<file path="src/rtl/wb_arbiter_2to1.sv">
// Two-master / one-slave classic Wishbone arbiter: per-transfer round-robin
// with a watchdog that aborts a transfer the slave never acknowledges.
//
// state | meaning
// IDLE  | no grant, slave port quiet, arbitrating pending requests
// GNT0  | m0 owns the slave port until ack, abort or timeout
// GNT1  | m1 owns the slave port until ack, abort or timeout
module wb_arbiter_2to1 #(
  parameter int ADDR_WIDTH     = 32,
  parameter int DATA_WIDTH     = 32,
  parameter int TIMEOUT_CYCLES = 1024
) (
  input  logic                  clk,
  input  logic                  rst,
  input  logic                  m0_cyc_i,
  input  logic                  m0_stb_i,
  input  logic                  m0_we_i,
  input  logic [ADDR_WIDTH-1:0] m0_addr_i,
  input  logic [DATA_WIDTH-1:0] m0_data_i,
  output logic [DATA_WIDTH-1:0] m0_data_o,
  output logic                  m0_ack_o,
  output logic                  m0_err_o,
  input  logic                  m1_cyc_i,
  input  logic                  m1_stb_i,
  input  logic                  m1_we_i,
  input  logic [ADDR_WIDTH-1:0] m1_addr_i,
  input  logic [DATA_WIDTH-1:0] m1_data_i,
  output logic [DATA_WIDTH-1:0] m1_data_o,
  output logic                  m1_ack_o,
  output logic                  m1_err_o,
  output logic                  s_cyc_o,
  output logic                  s_stb_o,
  output logic                  s_we_o,
  output logic [ADDR_WIDTH-1:0] s_addr_o,
  output logic [DATA_WIDTH-1:0] s_data_o,
  input  logic [DATA_WIDTH-1:0] s_data_i,
  input  logic                  s_ack_i
);

  typedef enum logic [1:0] {IDLE, GNT0, GNT1} state_t;

  localparam int CW = (TIMEOUT_CYCLES > 0) ? $clog2(TIMEOUT_CYCLES + 1) : 1;
  localparam logic [CW-1:0] CNT_LAST = (TIMEOUT_CYCLES > 0) ? CW'(TIMEOUT_CYCLES - 1) : '0;

  state_t        state, state_nxt;
  logic          last_grant, last_grant_nxt;
  logic [CW-1:0] cnt, cnt_nxt;

  logic m0_req, m1_req;
  logic granted, sel1, req_sel, cyc_sel, expire, fwd;

  always_ff @(posedge clk) begin
    if (rst) begin
      state      <= IDLE;
      last_grant <= 1'b1;
      cnt        <= '0;
    end else begin
      state      <= state_nxt;
      last_grant <= last_grant_nxt;
      cnt        <= cnt_nxt;
    end
  end

  always_comb begin
    m0_req  = m0_cyc_i & m0_stb_i;
    m1_req  = m1_cyc_i & m1_stb_i;
    granted = (state != IDLE);
    sel1    = (state == GNT1);
    req_sel = sel1 ? m1_req : m0_req;
    cyc_sel = sel1 ? m1_cyc_i : m0_cyc_i;
    expire  = (TIMEOUT_CYCLES > 0) && granted && cyc_sel && !s_ack_i && (cnt == CNT_LAST);
    // A reset asserted this cycle suppresses any in-flight ack or err.
    fwd     = granted && !rst;
  end

  always_comb begin
    s_cyc_o  = granted && req_sel;
    s_stb_o  = granted && req_sel;
    s_we_o   = 1'b0;
    s_addr_o = '0;
    s_data_o = '0;
    if (granted && req_sel) begin
      s_we_o   = sel1 ? m1_we_i   : m0_we_i;
      s_addr_o = sel1 ? m1_addr_i : m0_addr_i;
      s_data_o = sel1 ? m1_data_i : m0_data_i;
    end
    m0_data_o = s_data_i;
    m1_data_o = s_data_i;
    m0_ack_o  = fwd && !sel1 && s_ack_i;
    m1_ack_o  = fwd &&  sel1 && s_ack_i;
    m0_err_o  = fwd && !sel1 && expire;
    m1_err_o  = fwd &&  sel1 && expire;
  end

  always_comb begin
    state_nxt      = state;
    last_grant_nxt = last_grant;
    cnt_nxt        = cnt;
    case (state)
      IDLE: begin
        cnt_nxt = '0;
        if (m0_req && (!m1_req || last_grant)) state_nxt = GNT0;
        else if (m1_req)                       state_nxt = GNT1;
      end
      GNT0, GNT1: begin
        if (s_ack_i || !cyc_sel || expire) begin
          state_nxt      = IDLE;
          last_grant_nxt = sel1;
          cnt_nxt        = '0;
        end else if (TIMEOUT_CYCLES > 0) begin
          cnt_nxt = cnt + CW'(1);
        end
      end
      default: begin
        state_nxt = IDLE;
        cnt_nxt   = '0;
      end
    endcase
  end

endmodule

</file>
<file path="config.mk">
export PLATFORM = sky130hd
export DESIGN_NAME = wb_arbiter_2to1
export DESIGN_NICKNAME = d
export VERILOG_FILES = /design/src/rtl/wb_arbiter_2to1.sv
export SDC_FILE = /design/constraint.sdc
export NUM_CORES = 1
export LEC_CHECK = 0
export ABC_AREA = 1
export BUFFER_PORTS_ARGS = -buffer_cell sky130_fd_sc_hd__buf_2
export CORE_AREA = 3 3 119 121
export DETAILED_ROUTE_END_ITERATION = 7
export DIE_AREA = 0 0 122 124
export GPL_ROUTABILITY_DRIVEN = 1
export GPL_TIMING_DRIVEN = 0
export SYNTH_ARGS = -nofsm -noshare
export SYNTH_HDL_FRONTEND = slang
export SYNTH_SLANG_ARGS = --single-unit
</file>
<file path="constraint.sdc">
create_clock -name clk -period 2.6 [get_ports clk]
set_input_delay 0.26 -clock clk [delete_from_list [all_inputs] [get_ports clk]]
set_output_delay 0.26 -clock clk [all_outputs]
set_load 0.01 [all_outputs]
</file>
==> impl_metrics.json <==
{
  "arrival_ps": 2110,
  "worst_path_max_delay_cell": "clkbuf_1",
  "hold_class": "in2reg",
  "avgViaCountPerCell": 3.91,
  "slowest_delay_ps": 390,
  "yosys_warnings": 0,
  "setup_viol": 0,
  "start_util": 0.180,
  "cts_tree": "built",
  "place_hpwl_um": 9180,
  "drt_iter0_drc": 110,
  "startpoint_type": "register",
  "htreeDepth": 1,
  "layout_min_cycle_time_ps": 2370,
  "endpoint_kind": "output pin",
  "max_freq_ghz": 0.421,
  "antenna_found_initial": 0,
  "power.share.clock": 0.224,
  "synth.most_common_cell": "nand2_1",
  "cts_resized": 0,
  "dieHeight_um": 124,
  "power_frac_comb": 0.616,
  "insertion_delay_ps": 240,
  "post_cts_buffers": 0,
  "cp_max_fo": 10,
  "synthFlopType": "dfxtp_1",
  "p_switching_w": 0.000594,
  "path_class": "reg2out",
  "synth_edf_count": 0,
  "nFillCells": 1498,
  "ir_worst_vdd_uv": 403,
  "yosys-top-cells-count": "nand2_1 (150), buf_4 (66), a21oi_2 (46)",
  "syn-num-nets": 560,
  "grt_pass1_wl_um": 14500,
  "final_core_utilization": 0.306,
  "synth_area_um2": 2370,
  "cts_hold_buf": 0,
  "port_buffers": 271,
  "critPathTopFamily": "buffers and inverters",
  "die_x_um": 122,
  "numCtsBuffers": 3,
  "area_delta_synth_final_pct": 70.1,
  "wl_per_cell_um": 12.6,
  "worst_pin_slew_ps": 472,
  "path_buf_inv": 6,
  "cts_root_buf": "clkbuf_16",
  "max_cap_violations": 0,
  "synth.distinct_cells": 27,
  "dr.pass1.iters": 4,
  "fp-row-count": 42,
  "synth_top_area_frac": 0.237,
  "rsz0062_at_grt": "false",
  "drc": 0,
  "relSlewSlack": 0.685,
  "fp.dieArea_um2": 15100,
  "seq_power_share": 0.161,
  "fin_crit_sh": 0.913,
  "place_congestion": 0.739,
  "yosys.area.top_type": "nand2_1",
  "p_int_w": 0.000823,
  "antenna_cells": 0,
  "clk_path_buf_depth": 2,
  "ant_nets": 0,
  "fin_tns_setup_ps": 0,
  "nNetsFinal": 836,
  "hold_viol": 0,
  "syn-mean-instance-area_um2": 6.12,
  "p_leak_nw": 2.24,
  "gr-total-overflow": 0,
  "synth_cells": 388,
  "drive_gt1_frac": 0.620,
  "core_um2": 13200,
  "clock_sinks": 14,
  "crit_chain": "inv_1 > ha_1 > buf_6 > clkinv_2 > buf_4 > clkbuf_1 > nand2_1 > a21oi_2 > buf_2",
  "status": "finished clean",
  "grt_use_total": 0.119,
  "synth_area_leaders": "nand2_1 (24%), buf_4 (21%), a21oi_2 (17%), dfxtp_1 (12%), a21oi_1 (5.5%)",
  "worstPathRequired_ps": 2340,
  "synth-seq-area-share": 0.118,
  "powerDensity_nw_per_um2": 351,
  "grt_pass1_vias": 2976,
  "synthArstFlopShare": 0,
  "synth-seq-cells": 14,
  "vias": 3277,
  "slew_viol_final": 0,
  "grt_max_degree": 11,
  "io_pins": 304,
  "clkSlewWorstSetupHoldPaths_ps": 50,
  "finalWirelength_um": 10600,
  "switching_share": 0.419,
  "skew_ps": 3.28
}
[kinds of logic after synthesis]
group,count (synthesis),share of synthesized area
flip-flops,14,0.118
adder cells (fa/ha/maj),3,0.0158
AND/OR/NAND/NOR,186,0.318
XOR/XNOR,4,0.0148
buffers and inverters,103,0.293
AO/OA/AOI/OAI,78,0.240
[power groups by stage]
stage          combinational (W)  clock [W]  sequential, W
6_report                0.000872   0.000317       0.000228
5_1_grt                 0.000973   0.000336       0.000228
4_1_cts                 0.000889   0.000326       0.000228
3_5_place_dp            0.000885          0       0.000232
3_3_place_gp            0.000880          0       0.000232
2_1_floorplan           0.000538          0       0.000231
[per-layer routing]
metal	up-vias	track usage	routed length [um]
met1	1416	0.149	4100
li1	1705	-	-
met4	0	0.0119	72
met5	-	0	0
met2	150	0.213	5290
met3	6	0.0282	1090
[path summary, 6_finish.rpt]
| path | startpoint | to | slack [ps] | depth (start not counted) |
|---|---|---|---|---|
| worst max register to register | state[0] | last_grant | 910 | 7 |
| worst min-delay path | rst | state[0] | 210 | 2 |
| worst min register to register | cnt[0] | cnt[0] | 450 | 1 |
| worst max-delay path | state[0] | s_addr_o[13] | 230 | 9 |
[area by class of cell]
type                       count  area [um^2]  share of cell area
tap                          176          220              0.0545
multi-input combinational    271         1400               0.346
clock buffer                   4         88.8              0.0220
buffer                        88          639               0.158
timing repair buffer         271         1360               0.336
sequential                    14          280              0.0694
inverter                      15         57.6              0.0142
[stage by stage]
step	cell area (um^2)	hold slack [ps]	setup WS [ps]	power, W	std cells
global route	4040	217	35.1	0.00154	839
finish	4040	206	225	0.00142	839
detailed placement	3950	446	462	0.00112	835
floorplan	2370	329	754	0.000769	388
CTS	4040	208	187	0.00144	839
global placement	3950	442	466	0.00111	835
[layout by cell type (no fill, tap or decap), types with 2 or more instances in the layout]
master,n
buf_2,272
nand3_1,6
clkbuf_16,3
a21oi_1,26
nor2_1,16
a21oi_2,46
inv_1,12
o21ai_0,4
dfxtp_1,14
ha_1,3
nand2_1,150
buf_6,8
clkbuf_1,12
inv_2,2
xor2_1,3
nor3_2,2
nor2_2,7
buf_4,66
[sequential cells by signal (all words and copies together) (netlist names)]
register / count
cnt: 11
last_grant: 1
state: 2
Power figures use the tool's default switching activity.
